<file path="config.mk">
export PLATFORM = sky130hd
export DESIGN_NAME = hex_keypad_scanner
export DESIGN_NICKNAME = d
export VERILOG_FILES = /design/src/rtl/keypad_pkg.sv /design/src/rtl/kypd_row_sync.sv /design/src/rtl/hex_keypad_scanner.sv
export SDC_FILE = /design/constraint.sdc
export NUM_CORES = 1
export LEC_CHECK = 0
export ABC_AREA = 0
export BUFFER_PORTS_ARGS = -buffer_cell sky130_fd_sc_hd__buf_4
export CAP_MARGIN = 10
export CORE_MARGIN = 5
export CORE_UTILIZATION = 65
export CTS_BUF_LIST = sky130_fd_sc_hd__clkbuf_8
export DETAILED_ROUTE_END_ITERATION = 10
export PLACE_DENSITY = 0.95
export SLEW_MARGIN = 25
export SYNTH_ARGS = -nofsm -noshare
export SYNTH_HDL_FRONTEND = slang
export SYNTH_SLANG_ARGS = --single-unit
</file>
<file path="constraint.sdc">
create_clock -name clk1 -period 5.8 [get_ports clk1]
set_input_delay 0.29 -clock clk1 [delete_from_list [all_inputs] [get_ports clk1]]
set_output_delay 0.29 -clock clk1 [all_outputs]
set_load 0.03 [all_outputs]
</file>
<file path="src/rtl/keypad_pkg.sv">
// Shared types and constants for the 4x4 hex keypad scanner.
// Key map is indexed {row, col}; rows and columns are numbered from the top-left key.
package keypad_pkg;

    typedef enum logic [1:0] {
        SCAN     = 2'd0,
        DEBOUNCE = 2'd1,
        HELD     = 2'd2
    } kypd_state_e;

    localparam int unsigned ROWS = 4;
    localparam int unsigned COLS = 4;

    // Element 0 is row 0 / col 0 (key '1'); element 15 is row 3 / col 3 (key 'D').
    localparam logic [15:0][3:0] KEY_MAP = {
        4'hD, 4'hE, 4'hF, 4'h0,
        4'hC, 4'h9, 4'h8, 4'h7,
        4'hB, 4'h6, 4'h5, 4'h4,
        4'hA, 4'h3, 4'h2, 4'h1
    };

    function automatic logic [3:0] col_pattern(input logic [1:0] idx);
        return ~(4'b1000 >> idx);
    endfunction

    // Exactly one row low; zero or several low rows are treated as no key.
    function automatic logic one_row_low(input logic [3:0] rows);
        logic hit;
        case (rows)
            4'b0111, 4'b1011, 4'b1101, 4'b1110: hit = 1'b1;
            default:                            hit = 1'b0;
        endcase
        return hit;
    endfunction

    // Bit 3 of the row bus is row 0.
    function automatic logic [1:0] row_index(input logic [3:0] rows);
        logic [1:0] idx;
        case (rows)
            4'b0111: idx = 2'd0;
            4'b1011: idx = 2'd1;
            4'b1101: idx = 2'd2;
            default: idx = 2'd3;
        endcase
        return idx;
    endfunction

endpackage

</file>
<file path="src/rtl/kypd_row_sync.sv">
// Two-flop synchronizer for the asynchronous, pulled-up keypad row inputs.
module kypd_row_sync (
    input  logic       clk1,
    input  logic       rst_n,
    input  logic [3:0] row_in,
    output logic [3:0] rows_s
);

    logic [3:0] meta_q;

    always_ff @(posedge clk1) begin
        if (!rst_n) begin
            meta_q <= 4'b1111;
            rows_s <= 4'b1111;
        end else begin
            meta_q <= row_in;
            rows_s <= meta_q;
        end
    end

endmodule

</file>
<file path="src/rtl/hex_keypad_scanner.sv">
// Scans a 4x4 hex keypad one column at a time, debounces press and release,
// and shifts each accepted digit into a 16-bit word (newest nibble lowest).
module hex_keypad_scanner
    import keypad_pkg::*;
#(
    parameter int unsigned COL_DWELL  = 1000,
    parameter int unsigned DEB_CYCLES = 1_000_000
) (
    input  logic        clk1,
    input  logic        rst_n,
    input  logic [3:0]  row_in,
    input  logic        clear,
    output logic [3:0]  col_out,
    output logic        key_valid,
    output logic [3:0]  key_code,
    output logic [15:0] word
);

    localparam int unsigned DWELL_W = (COL_DWELL > 1) ? $clog2(COL_DWELL) : 1;
    localparam int unsigned DEB_W   = $clog2(DEB_CYCLES + 1);

    localparam logic [DWELL_W-1:0] DWELL_LAST = DWELL_W'(COL_DWELL - 1);
    localparam logic [DEB_W-1:0]   DEB_LAST   = DEB_W'(DEB_CYCLES - 1);

    logic [3:0]         rows_s;

    kypd_state_e        state_q,  state_d;
    logic [1:0]         col_idx_q, col_idx_d;
    logic [DWELL_W-1:0] dwell_q,  dwell_d;
    logic [DEB_W-1:0]   deb_q,    deb_d;
    logic [3:0]         pat_q,    pat_d;
    logic [3:0]         col_out_d;
    logic               key_valid_d;
    logic [3:0]         key_code_d;
    logic [15:0]        word_d;
    logic [3:0]         key_new;

    kypd_row_sync u_row_sync (
        .clk1   (clk1),
        .rst_n  (rst_n),
        .row_in (row_in),
        .rows_s (rows_s)
    );

    // Decoded value of the latched key; only meaningful in DEBOUNCE.
    assign key_new = KEY_MAP[{row_index(pat_q), col_idx_q}];

    always_ff @(posedge clk1) begin
        if (!rst_n) begin
            state_q   <= SCAN;
            col_idx_q <= 2'd0;
            dwell_q   <= '0;
            deb_q     <= '0;
            pat_q     <= 4'b1111;
            col_out   <= 4'b0111;
            key_valid <= 1'b0;
            key_code  <= 4'h0;
            word      <= 16'h0000;
        end else begin
            state_q   <= state_d;
            col_idx_q <= col_idx_d;
            dwell_q   <= dwell_d;
            deb_q     <= deb_d;
            pat_q     <= pat_d;
            col_out   <= col_out_d;
            key_valid <= key_valid_d;
            key_code  <= key_code_d;
            word      <= word_d;
        end
    end

    always_comb begin
        state_d     = state_q;
        col_idx_d   = col_idx_q;
        dwell_d     = dwell_q;
        deb_d       = deb_q;
        pat_d       = pat_q;
        key_valid_d = 1'b0;
        key_code_d  = key_code;
        word_d      = word;

        case (state_q)
            SCAN: begin
                if (dwell_q == DWELL_LAST) begin
                    dwell_d = '0;
                    if (one_row_low(rows_s)) begin
                        pat_d   = rows_s;
                        deb_d   = DEB_W'(1);
                        state_d = DEBOUNCE;
                    end else begin
                        col_idx_d = col_idx_q + 2'd1;
                    end
                end else begin
                    dwell_d = dwell_q + DWELL_W'(1);
                end
            end

            DEBOUNCE: begin
                if (rows_s == pat_q) begin
                    if (deb_q == DEB_LAST) begin
                        key_valid_d = 1'b1;
                        key_code_d  = key_new;
                        word_d      = {word[11:0], key_new};
                        deb_d       = '0;
                        state_d     = HELD;
                    end else begin
                        deb_d = deb_q + DEB_W'(1);
                    end
                end else begin
                    state_d   = SCAN;
                    col_idx_d = col_idx_q + 2'd1;
                    dwell_d   = '0;
                    deb_d     = '0;
                end
            end

            HELD: begin
                // Release is accepted only after a full debounce window of all-high rows.
                if (rows_s == 4'b1111) begin
                    if (deb_q == DEB_LAST) begin
                        state_d   = SCAN;
                        col_idx_d = col_idx_q + 2'd1;
                        dwell_d   = '0;
                        deb_d     = '0;
                    end else begin
                        deb_d = deb_q + DEB_W'(1);
                    end
                end else begin
                    deb_d = '0;
                end
            end

            default: begin
                state_d   = SCAN;
                col_idx_d = 2'd0;
                dwell_d   = '0;
                deb_d     = '0;
            end
        endcase

        if (clear) begin
            word_d = 16'h0000;
        end

        col_out_d = col_pattern(col_idx_d);
    end

endmodule
</file>
Word-level counts from Yosys, hierarchy flattened
Memories as Yosys holds them, arrays and structs flattened.
Index checks and enable logic that the tools add are counted.
Widths: inputs -> output; s select.
{"block": "totals", "output_inout_bits": 25, "mem_bits_rw": 0, "inputBits": 7, "regBits": 71, "memories": 1, "latchBits": 0, "romBits": 64}
{"memory": "(name not given)", "depth": 16, "width": 4, "read_ports": 1, "rd_ports_with_merged_regs": 0, "wr": 0, "line_no": "hex_keypad_scanner.sv:46", "text": "assign key_new = KEY_MAP[{row_index(pat_q), col_idx_q}];"}
{"block": "op_classes", "n_shift": 1, "n_bitwise": 2, "div_mod_pow": 0, "addsub": 3, "n_reduce_logical": 9, "n_mux": 30, "n_eq_ne": 19, "multipliers": 0, "magnitude_cmp": 1}
{"op": "$mux 20", "n": 5}
{"op": "$pmux 20 s3", "n": 1}
{"op": "$mux 10", "n": 4}
{"op": "$pmux 10 s3", "n": 1}
{"op": "$eq 4x4->1 const B", "n": 6}
{"op": "$mux 2", "n": 11}
{"op": "$add 20x1->20 const B", "n": 1}
{"op": "$eq 20x20->1 const B", "n": 1}
{"op": "$pmux 2 s3", "n": 3}
{"op": "$reduce_and 3->1", "n": 4}
{"op": "$add 10x1->10 const B", "n": 1}
{"op": "$eq 10x10->1 const B", "n": 1}
{"op": "$ne 2x2->1 const B", "n": 5}
{"op": "$eq 4x3->1 const B", "n": 2}
{"op": "$lt 4x5->1 const B", "n": 1}
{"op": "$reduce_and 5->1", "n": 1}
{"op": "$eq 4x4->1", "n": 1}
{"op": "$mux 1", "n": 4}
{"op": "$mux 4", "n": 1}
{"op": "$not 4->4", "n": 1}
{"op": "$reduce_or 4->1", "n": 1}
{"op": "$shr 4x2->4 const A", "n": 1}
{"op": "$ne 3x3->1 const B", "n": 1}
{"op": "$add 2x1->2 const B", "n": 1}
{"op": "other kinds (6)", "n": 6}

Longest topological paths before layout
Gate-level depths: netlist (run 1).
{"block": "depth", "ltp_word": 10, "mapped_depth": 8}

Hierarchy
Synthesis (run 1) repeated with hierarchy kept, for this count alone.
{"block": "unflattened", "cells_unflattened": 383, "hier_area_um2": 3338.2}
{"mod": "hex_keypad_scanner", "area_each_um2": 3128.0, "instances": 1, "cells_each": 367, "seq_area_each_um2": 1261.2}
{"mod": "kypd_row_sync", "area_each_um2": 210.2, "instances": 1, "cells_each": 16, "seq_area_each_um2": 160.2}

Worst setup path after synthesis (run 1)
OpenSTA, ideal clock, no wires.
{"block": "synth_timing", "path_kind": "flip-flop to flip-flop", "from": "reg deb_q[0]", "to": "reg col_out[2]", "path_slack_ns": 3.794, "arrival_ns": 1.879, "path_stages_with_launch": 8, "t_required_ns": 5.673, "synth_period_minus_slack_ns": 2.006, "path_cell_list": "dfxtp_1 ha_1 nand4_1 nor4_1 a41o_1 o21ai_1 a22o_1 or3_1"}
{"block": "synth_via", "elab_chain_len": 6}
{"item": "from (decl)", "line_no": "hex_keypad_scanner.sv:30", "text": "logic [DEB_W-1:0] deb_q, deb_d;"}
{"item": "from (signal assigned)", "line_no": "hex_keypad_scanner.sv:53", "text": "deb_q <= '0;"}
{"item": "from (signal assigned)", "line_no": "hex_keypad_scanner.sv:63", "text": "deb_q <= deb_d;"}
{"item": "$eq 20x20->1", "line_no": "hex_keypad_scanner.sv:120", "text": "if (deb_q == DEB_LAST) begin"}
{"item": "$mux 2", "line_no": "hex_keypad_scanner.sv:120"}
{"item": "$mux 2", "line_no": "hex_keypad_scanner.sv:119", "text": "if (rows_s == 4'b1111) begin"}
{"item": "$pmux 2 s3", "line_no": "hex_keypad_scanner.sv:82", "text": "case (state_q)"}
{"item": "$shr 4x2->4", "line_no": "keypad_pkg.sv:23", "text": "return ~(4'b1000 >> idx);"}
{"item": "$not 4->4", "line_no": "keypad_pkg.sv:23"}
{"item": "to (signal assigned)", "line_no": "hex_keypad_scanner.sv:65", "text": "col_out <= col_out_d;"}
{"item": "to (decl)", "line_no": "hex_keypad_scanner.sv:13", "text": "output logic [3:0] col_out,"}
No other way between the ends.
A chain may end at the register's enable or synchronous reset.

Worst setup path after layout (run 1)
{"block": "layout_timing", "from": "reg deb_q[0]", "to": "reg deb_q[11]"}
{"block": "layout_via", "elab_chain_len": 4, "word_cells_on_any_way": 6, "cone_classes": "add/sub: 1; eq/ne: 1; mux: 4"}
{"item": "$add 20x1->20 / $eq 20x20->1 (equally long branches)"}
{"item": "$mux 20 (*)", "line_no": "hex_keypad_scanner.sv:100, hex_keypad_scanner.sv:120"}
{"item": "$mux 20 (on tied branches)", "line_no": "hex_keypad_scanner.sv:119, hex_keypad_scanner.sv:99"}
{"item": "$pmux 20 s3 (*)", "line_no": "hex_keypad_scanner.sv:82"}
Every way passes the cells marked *; elsewhere a longest branch is shown, timed or not.

==> results.sh, run 1 <==
export IMPL_cp_max_fo=19
export IMPL_p_seq_share_pct=49.5
export IMPL_clk_latency_ns=0.36
export IMPL_met2_length_um=3710
export IMPL_die_y_um=81.6
export IMPL_yosys_area_top_type="dfxtp_1"
export IMPL_final_period_utilization_pct=44.8
export IMPL_yosys_top_cells_count="71 x dfxtp_1, 66 x nor2_1, 32 x xnor2_1"
export IMPL_crit_arrival_ns=2.81
export IMPL_vias=2824
export IMPL_viasPerCell=5.92
export IMPL_synth_fp_nets=389
export IMPL_power_switching_mw=0.213
export IMPL_clock_skew_ns=0.00808
export IMPL_wl_met1_um=3090
export IMPL_syn_to_final_growth_pct=14.8
export IMPL_synth_cells=376
export IMPL_drv_cap=0
export IMPL_synth_top_family_by_area="simple AND/OR/NAND/NOR gates"
export IMPL_synth_ff_type="dfxtp_1"
export IMPL_cpLargestDelayFamily="simple AND/OR/NAND/NOR gates"
export IMPL_dieArea_mm2=0.00665
export IMPL_synth_xor_area_share_pct=8.94
export IMPL_numCtsBuffers=9
export IMPL_num_rows=26
export IMPL_tightest_slew_ns=0.856
export IMPL_diodes=0
export IMPL_crit_path_start_kind="register"
export IMPL_pwr_share_clk_pct=47.9
export IMPL_cts_tree="done"
export IMPL_track_usage_pct=25.1
export IMPL_final_core_utilization_pct=75.8
export IMPL_async_flop_share_pct=0
export IMPL_ys_warn_count=0
export IMPL_vdd_drop_max_v=0.000356
export IMPL_intPower_mw=0.788
export IMPL_firstDrtPassIters=5
export IMPL_stdcell_count=477
export IMPL_post_route_drc_count=0
export IMPL_path_class="reg2reg"
export IMPL_slowest_stage="nor4_1"
export IMPL_seq_area_frac_synth_pct=42.7
export IMPL_synth_compound_area_share_pct=9.96
export IMPL_yosys_area_share_adder_pct=2.25
export IMPL_dieWidth_um=81.6
export IMPL_top_layer_used="met4"
export IMPL_p_leak_nw=1.40
export IMPL_core_area_mm2=0.00504
export IMPL_synth_area_leaders="dfxtp_1 43%, xnor2_1 8.4%, nor2_1 7.4%"
export IMPL_ctsHoldBuffers=0
export IMPL_slew_headroom_pct=42.4
export IMPL_cts_root_buf="clkbuf_8"
export IMPL_ios=32
export IMPL_cts_setup_buffers=0
export IMPL_setup_violations=0
export IMPL_antenna_found_initial=0
export IMPL_cp_slowest_stage_delay_ns=0.66
export IMPL_drive_gt1_share_pct=14.7
export IMPL_grt_max_degree=23
export IMPL_fin_ws_ns=3.20
export IMPL_met3_length_um=485
export IMPL_cts_path_max_buffers=2
export IMPL_synth_cell_type_count=54
export IMPL_syn_area_per_cell_um2=8.85
export IMPL_clock_sinks=71
export IMPL_cp_num_buf_inv=0
export IMPL_grt_pass1_wl_um=12800
export IMPL_min_period_ns=2.60
export IMPL_nets=415
export IMPL_crit_required_ns=6.01
export IMPL_dp_cells=461
export IMPL_synthSimpleGateAreaFrac_pct=27.3
export IMPL_synth_top_area_share_pct=42.7
export IMPL_cts_resized=0
export IMPL_rsz0062_at_grt="no"
export IMPL_tns_ns=0
export IMPL_dp_slack_ns=3.34
export IMPL_drtAntennaViolNets=0
export IMPL_start_util_pct=66.0
export IMPL_p_comb_share_pct=2.6
export IMPL_clk_transition_reported_paths_ns=0.08
export IMPL_h_tree_depth=3
export IMPL_grt_pass1_vias=2766
export IMPL_ys_ff_latch=71
export IMPL_clock_fmax_mhz=385
export IMPL_crit_path_cell_trace="ha_1, nand4_1, nor4_1, and2_1, a21oi_1, o21ai_4, a31oi_1"
export IMPL_dpl_hpwl_um=5130
export IMPL_wl_per_cell_um=15.9
export IMPL_drt_wl_total_um=7590
export IMPL_yosysMostFrequentCell="dfxtp_1"
export IMPL_gp_congestion=0.904
export IMPL_outcome="complete, no violations"
export IMPL_switching_share_pct=21.2
export IMPL_hold_class="in2reg"
export IMPL_power_density_mw_per_mm2=262
export IMPL_power_mw=1.00
export IMPL_portBuffers=31
export IMPL_syn_area_mm2=0.00333
export IMPL_grt_overflow_total=0
export IMPL_synth_mux_area_share_pct=5.41
export IMPL_critPathCaptureType="register"
export IMPL_synth_edf_count=0
export IMPL_drt_iter0_drc=174
export IMPL_report_final_slew_viol_count=0
export IMPL_finalHoldViolations=0
-- through the flow --
stage,area [um2],hold slack [ns]
after floorplan,3330,0.386
after global placement,3580,0.397
after detailed placement,3580,0.396
after CTS,3820,0.106
after global routing,3820,0.101
final,3820,0.114
-- flip-flops by register name, indices dropped and copies added (netlist names) --
register	flops
u_row_sync.meta_q	4
col_out	4
key_valid	1
key_code	4
state_q	2
col_idx_q	2
u_row_sync.rows_s	4
word	16
dwell_q	10
deb_q	20
pat_q	4
-- metal layers --
layer | track usage [%] | up-vias
li1 | - | 1360
met1 | 29.1 | 1306
met2 | 40.5 | 117
met3 | 8.77 | 41
met4 | 13.8 | 0
met5 | 0 | -
-- layout make-up --
class,instances,area (um2)
flip-flops and latches,71,1420
fillers,338,1220
clock buffers,9,124
repair buffers,32,240
well taps,70,87.6
inverters,7,26.3
multi-input cells,281,1800
clock inverters,7,120
-- power by group through the flow --
stage	Combinational (mW)	Clock, mW	Sequential (mW)
4_1_cts	0.0260	0.483	0.495
2_1_floorplan	0.0196	0	0.505
5_1_grt	0.0295	0.508	0.496
3_5_place_dp	0.0259	0	0.507
3_3_place_gp	0.0246	0	0.506
6_report	0.0263	0.479	0.495
-- worst paths after layout --
kind / slack [ns] / depth (start not counted) / to / startpoint
hold / removal: 0.11 / 2 / u_row_sync.meta_q[2] / row_in[2]
setup / recovery: 3.20 / 7 / deb_q[11] / deb_q[0]
hold reg to reg: 0.41 / 1 / u_row_sync.rows_s[1] / u_row_sync.meta_q[1]
setup reg to reg: 3.20 / 7 / deb_q[11] / deb_q[0]
-- cells by family (layout without fill, tap and decap cells) --
family	after synthesis	count (layout)
AND/OR/NAND/NOR	173	173
flip-flops	71	71
AO/OA/AOI/OAI	50	50
XOR/XNOR	34	34
buffers and inverters	24	55
multiplexers	18	18
adder cells (fa/ha/maj)	6	6
-- cell usage in the layout, fill, tap and decap left out, types with 5 or more instances in the layout --
master    netlist  routed
dfxtp_1        71      71
nor2_1         66      66
xnor2_1        32      32
buf_4           2      32
nand2_1        31      31
mux2i_1        18      18
a21oi_1        12      12
o21ai_0        11      11
nor3_1         11      11
nand2b_1       10      10
clkbuf_8        0       9
nand4_1         8       8
nand3_1         8       8
inv_1           7       7
nor4_1          6       6
a211oi_1        6       6
ha_1            6       6
or3_1           5       5
(Power assumes the default switching activity.)
==> run 2: changes to the inputs <==
--- a/config.mk
+++ b/config.mk
@@ -9,10 +9,10 @@
 export BUFFER_PORTS_ARGS = -buffer_cell sky130_fd_sc_hd__buf_4
 export CAP_MARGIN = 10
 export CORE_MARGIN = 5
-export CORE_UTILIZATION = 65
+export CORE_UTILIZATION = 55
 export CTS_BUF_LIST = sky130_fd_sc_hd__clkbuf_8
 export DETAILED_ROUTE_END_ITERATION = 10
-export PLACE_DENSITY = 0.95
+export PLACE_DENSITY = 0.9
 export SLEW_MARGIN = 25
 export SYNTH_ARGS = -nofsm -noshare
 export SYNTH_HDL_FRONTEND = slang
==> constraint.sdc (replaced) <==
create_clock -name clk1 -period 2.2 [get_ports clk1]
set_input_delay 0.11 -clock clk1 [delete_from_list [all_inputs] [get_ports clk1]]
set_output_delay 0.11 -clock clk1 [all_outputs]
set_load 0.03 [all_outputs]
==> results.sh, run 2 (synthesized netlist as in run 1, its figures left out) <==
export IMPL_hold_ws_ns=0.0682
export IMPL_h_tree_depth=3
export IMPL_syn_to_final_growth_pct=19.7
export IMPL_drv_cap=0
export IMPL_clk_transition_reported_paths_ns=0.07
export IMPL_placed_area_mm2=0.00371
export IMPL_drt_wl_total_um=6710
export IMPL_critPathCaptureType="register"
export IMPL_crit_required_ns=2.42
export IMPL_slowest_stage="or4_4"
export IMPL_cts_setup_buffers=0
export IMPL_ios=32
export IMPL_drtAntennaViolNets=0
export IMPL_crit_arrival_ns=2.35
export IMPL_grt_overflow_total=0
export IMPL_wl_met1_um=3040
export IMPL_gp_congestion=0.880
export IMPL_cts_path_max_buffers=2
export IMPL_grt_max_degree=23
export IMPL_drive_gt1_share_pct=18.2
export IMPL_hp_start="rst_n"
export IMPL_p_leak_nw=1.47
export IMPL_nets=431
export IMPL_worstHoldEndpoint="pat_q[0]"
export IMPL_min_period_ns=2.13
export IMPL_clock_fmax_mhz=469
export IMPL_clk_latency_ns=0.34
export IMPL_outcome="complete, no violations"
export IMPL_final_cell_mix="69 x dfxtp_1, 66 x nor2_1, 41 x buf_4"
export IMPL_regMostFlops="deb_q"
export IMPL_dieWidth_um=87.8
export IMPL_tightest_slew_ns=0.580
export IMPL_setup_violations=0
export IMPL_met2_length_um=3180
export IMPL_antenna_found_initial=0
export IMPL_cts_tree="done"
export IMPL_firstDrtPassIters=4
export IMPL_report_final_slew_viol_count=0
export IMPL_viasPerCell=5.47
export IMPL_hold_depth=2
export IMPL_wl_per_cell_um=13.5
export IMPL_crit_path_start_kind="register"
export IMPL_met3_length_um=382
export IMPL_final_core_utilization_pct=67.3
export IMPL_vias=2725
export IMPL_diodes=0
export IMPL_cp_slowest_stage_delay_ns=0.53
export IMPL_path_class="reg2reg"
export IMPL_post_route_drc_count=0
export IMPL_tns_ns=0
export IMPL_clock_skew_ns=0.00711
export IMPL_start_util_pct=56.2
export IMPL_layout_commonest_cell="dfxtp_1"
export IMPL_clock_sinks=71
export IMPL_core_area_mm2=0.00592
export IMPL_drt_iter0_drc=172
export IMPL_crit_path_cell_trace="or4_4, nor4_4, a41o_1, o21ai_1, a22o_1, or3_1"
export IMPL_hold_class="in2reg"
export IMPL_numCtsBuffers=9
export IMPL_reg2regPathDepth=6
export IMPL_cp_max_fo=4
export IMPL_finalHoldViolations=0
export IMPL_rsz0062_at_grt="yes"
export IMPL_vdd_drop_max_v=0.000454
export IMPL_dpl_hpwl_um=4740
export IMPL_final_area_mm2=0.00399
export IMPL_power_mw=2.49
export IMPL_track_usage_pct=18.6
export IMPL_grt_pass1_vias=2545
export IMPL_die_y_um=87.8
export IMPL_cts_root_buf="clkbuf_8"
export IMPL_slew_headroom_pct=61.3
export IMPL_ff2ff_setup_slack_ns=0.07
export IMPL_num_rows=28
export IMPL_portBuffers=31
export IMPL_grt_pass1_wl_um=11300
export IMPL_dieArea_mm2=0.00771
export IMPL_reg2reg_to="col_out[2]"
export IMPL_top_regs="deb_q: 20 flops, word: 16 flops, dwell_q: 10 flops"
export IMPL_largest_register_ffs=20
export IMPL_power_density_mw_per_mm2=625
export IMPL_final_period_utilization_pct=96.8
export IMPL_top_layer_used="met4"
export IMPL_reg2reg_from="deb_q[12]"
run 2: cell types whose count changed in the layout (fill, tap and decap cells not counted), sizes merged:
cell / change
buf: +12
bufinv: -1
clkinvlp: +1
dlygate4sd3: +4
run 2: area by class of cell:
| type | count | area [um2] |
|---|---|---|
| well taps | 75 | 93.8 |
| flip-flops and latches | 71 | 1420 |
| clock buffers | 9 | 124 |
| fillers | 443 | 1930 |
| multi-input cells | 281 | 1820 |
| inverters | 7 | 26.3 |
| clock inverters | 7 | 88.8 |
| repair buffers | 48 | 408 |
run 2: worst max-delay path: cells and delay by family, from the launching register on:
family	cells	cell delay (ns)
AOI/OAI and AO/OA	3	0.55
DFF	1	0.36
and+or+nand+nor	3	1.11
run 2: repair_timing:
item	4_1_cts	5_1_grt
hold buffers	4	0
resized for setup	0	6
hold endpoints to repair	4	0
endpoints found under the setup margin	0	16
run 2: metal layers:
layer	track usage, %	up-vias
met5	0	-
met4	7.11	0
met3	5.64	11
met2	28.5	72
met1	24.8	1254
li1	-	1388
run 2: how the worst max path moves through the flow:
stage / endpoint / depth (start not counted) / slack [ns] / start
after global routing: deb_q[14] / 8 / -0.01 / dwell_q[0]
final: col_out[2] / 6 / 0.07 / deb_q[12]
after CTS: col_out[2] / 8 / 0.02 / deb_q[1]
after global placement: col_out[2] / 6 / 0.14 / deb_q[11]
after floorplan: col_out[2] / 7 / 0.19 / deb_q[0]
after detailed placement: col_out[2] / 8 / 0.04 / deb_q[1]
run 2: power breakdown:
part	internal [mW]	leakage, nW	switching (mW)
sequential	1.30	0.575	0.00961
combinational	0.0378	0.790	0.0428
clock	0.629	0.106	0.475
run 2: through the flow:
stage / setup slack, ns / instances
CTS: 0.0217 / 498
finish: 0.0698 / 498
global route: -0.0107 / 498
global placement: 0.144 / 478
detailed placement: 0.0370 / 478
floorplan: 0.194 / 376
==> run 3: changes to the inputs <==
--- a/config.mk
+++ b/config.mk
@@ -8,9 +8,11 @@
 export ABC_AREA = 0
 export BUFFER_PORTS_ARGS = -buffer_cell sky130_fd_sc_hd__buf_4
 export CAP_MARGIN = 10
+export CORE_ASPECT_RATIO = 1.4
 export CORE_MARGIN = 5
 export CORE_UTILIZATION = 55
 export CTS_BUF_LIST = sky130_fd_sc_hd__clkbuf_8
+export CTS_CLUSTER_DIAMETER = 200
 export DETAILED_ROUTE_END_ITERATION = 10
 export PLACE_DENSITY = 0.9
 export SLEW_MARGIN = 25
==> results.sh, run 3 (synthesized netlist as in run 1, its figures left out) <==
export IMPL_tns_ns=-0.162
export IMPL_final_cell_mix="66 x nor2_1, 66 x dfxtp_1, 53 x buf_4"
export IMPL_ios=32
export IMPL_min_period_ns=2.27
export IMPL_h_tree_depth=3
export IMPL_numCtsBuffers=9
export IMPL_antenna_found_initial=0
export IMPL_path_class="reg2reg"
export IMPL_viasPerCell=5.81
export IMPL_final_period_utilization_pct=103
export IMPL_drtAntennaViolNets=0
export IMPL_post_route_drc_count=0
export IMPL_top_regs="deb_q: 20 flops, word: 16 flops, dwell_q: 10 flops"
export IMPL_core_area_mm2=0.00586
export IMPL_power_density_mw_per_mm2=610
export IMPL_dieArea_mm2=0.00773
export IMPL_start_util_pct=56.8
export IMPL_fillers=432
export IMPL_crit_arrival_ns=2.50
export IMPL_clk_latency_ns=0.35
export IMPL_drt_wl_total_um=7990
export IMPL_grt_overflow_total=0
export IMPL_portBuffers=31
export IMPL_clock_fmax_mhz=441
export IMPL_report_final_slew_viol_count=0
export IMPL_finalHoldViolations=0
export IMPL_dieWidth_um=75.8
export IMPL_cp_max_fo=4
export IMPL_vdd_drop_max_v=0.000400
export IMPL_nets=442
export IMPL_final_core_utilization_pct=70.2
export IMPL_clock_skew_ns=0.00918
export IMPL_rsz0062_at_grt="yes"
export IMPL_diodes=0
export IMPL_cp_slowest_stage_delay_ns=0.52
export IMPL_track_usage_pct=21.4
export IMPL_syn_to_final_growth_pct=23.6
export IMPL_drt_iter0_drc=220
export IMPL_crit_path_start_kind="register"
export IMPL_regMostFlops="deb_q"
export IMPL_multi_input_area_mm2=0.00188
export IMPL_num_rows=33
export IMPL_gp_congestion=0.876
export IMPL_cts_tree="done"
export IMPL_register_area_mm2=0.00143
export IMPL_drv_cap=0
export IMPL_grt_pass1_wl_um=12600
export IMPL_crit_required_ns=2.43
export IMPL_stdcell_count=503
export IMPL_fin_ws_ns=-0.0695
export IMPL_dpl_hpwl_um=5290
export IMPL_crit_path_cell_trace="or4_4, nor4_4, nand2_2, o21ai_1, a22oi_1, or3_1"
export IMPL_slowest_stage="or4_4"
export IMPL_clk_transition_reported_paths_ns=0.07
export IMPL_outcome="finished, violations left"
export IMPL_critPathCaptureType="register"
export IMPL_hold_ws_ns=0.0673
export IMPL_vias=2920
export IMPL_dp_cells=480
export IMPL_violations="negative setup slack"
export IMPL_drive_gt1_share_pct=22.6
export IMPL_tightest_slew_ns=0.586
export IMPL_clock_sinks=71
export IMPL_largest_register_ffs=20
export IMPL_setup_violations=3
export IMPL_grt_max_degree=23
export IMPL_die_y_um=102
export IMPL_cts_root_buf="clkbuf_8"
export IMPL_final_area_mm2=0.00412
export IMPL_wl_per_cell_um=15.9
export IMPL_p_leak_nw=1.54
export IMPL_slew_headroom_pct=60.9
export IMPL_cts_path_max_buffers=2
export IMPL_hold_class="in2reg"
export IMPL_grt_pass1_vias=2772
export IMPL_firstDrtPassIters=4
export IMPL_placed_area_mm2=0.00375
## run 3: cell types whose count changed in the layout (fill, tap and decap cells not counted), moves of 2 or more
cell | before | now
a211oi_1 | 6 | 1
a211oi_2 | 0 | 5
buf_4 | 41 | 53
clkinv_2 | 2 | 0
dfxtp_1 | 69 | 66
dfxtp_4 | 0 | 2
## run 3: final timing paths
| check | startpoint | end | slack [ns] | cells after the start |
|---|---|---|---|---|
| min reg2reg | u_row_sync.meta_q[0] | u_row_sync.rows_s[0] | 0.41 | 1 |
| min | rst_n | pat_q[0] | 0.07 | 2 |
| max reg2reg | deb_q[12] | col_out[0] | -0.07 | 6 |
| max | deb_q[12] | col_out[0] | -0.07 | 6 |
## run 3: repair_timing
action / CTS / global route
gates resized for setup: 3 / 20
endpoints found under the setup margin: 6 / 31
pin swaps: 0 / 9
hold buffers: 4 / 0
hold endpoints to repair: 4 / 0
buffers inserted: 0 / 4
## run 3: metrics by stage
| stage | total power, mW | worst slack (ns) |
|---|---|---|
| floorplan | 1.38 | 0.194 |
| global placement | 1.41 | 0.0636 |
| detailed placement | 1.42 | -0.0528 |
| CTS | 2.52 | 0.00428 |
| global route | 2.59 | -0.168 |
| finish | 2.51 | -0.0695 |
## run 3: report_power, final
group | total [mW] | internal (mW) | switching, mW | leakage, nW
Combinational | 0.0921 | 0.0409 | 0.0513 | 0.851
Sequential | 1.30 | 1.29 | 0.00827 | 0.576
Clock | 1.12 | 0.655 | 0.462 | 0.111
Total | 2.51 | 1.99 | 0.521 | 1.54
## run 3: worst max-delay path, delay by kind of cell (launching register included)
family           cells  cell delay (ns)
AND/OR/NAND/NOR      4             1.38
flip-flops           1             0.36
AO/OA/AOI/OAI        2             0.40
## run 3: area by class of cell
| class | instances | share of cell area (%) |
|---|---|---|
| well taps | 70 | 2.13 |
| multi-input cells | 281 | 45.7 |
| clock inverters | 5 | 1.82 |
| inverters | 7 | 0.638 |
| repair buffers | 59 | 11.6 |
| clock buffers | 10 | 3.34 |
| flip-flops and latches | 71 | 34.8 |
## run 3: routing by layer
metal,global-route usage (%),wire (um),vias up
met4,13.6,317,0
li1,-,-,1413
met5,0,0,-
met3,3.84,405,37
met2,37.2,4290,92
met1,23.0,2970,1378
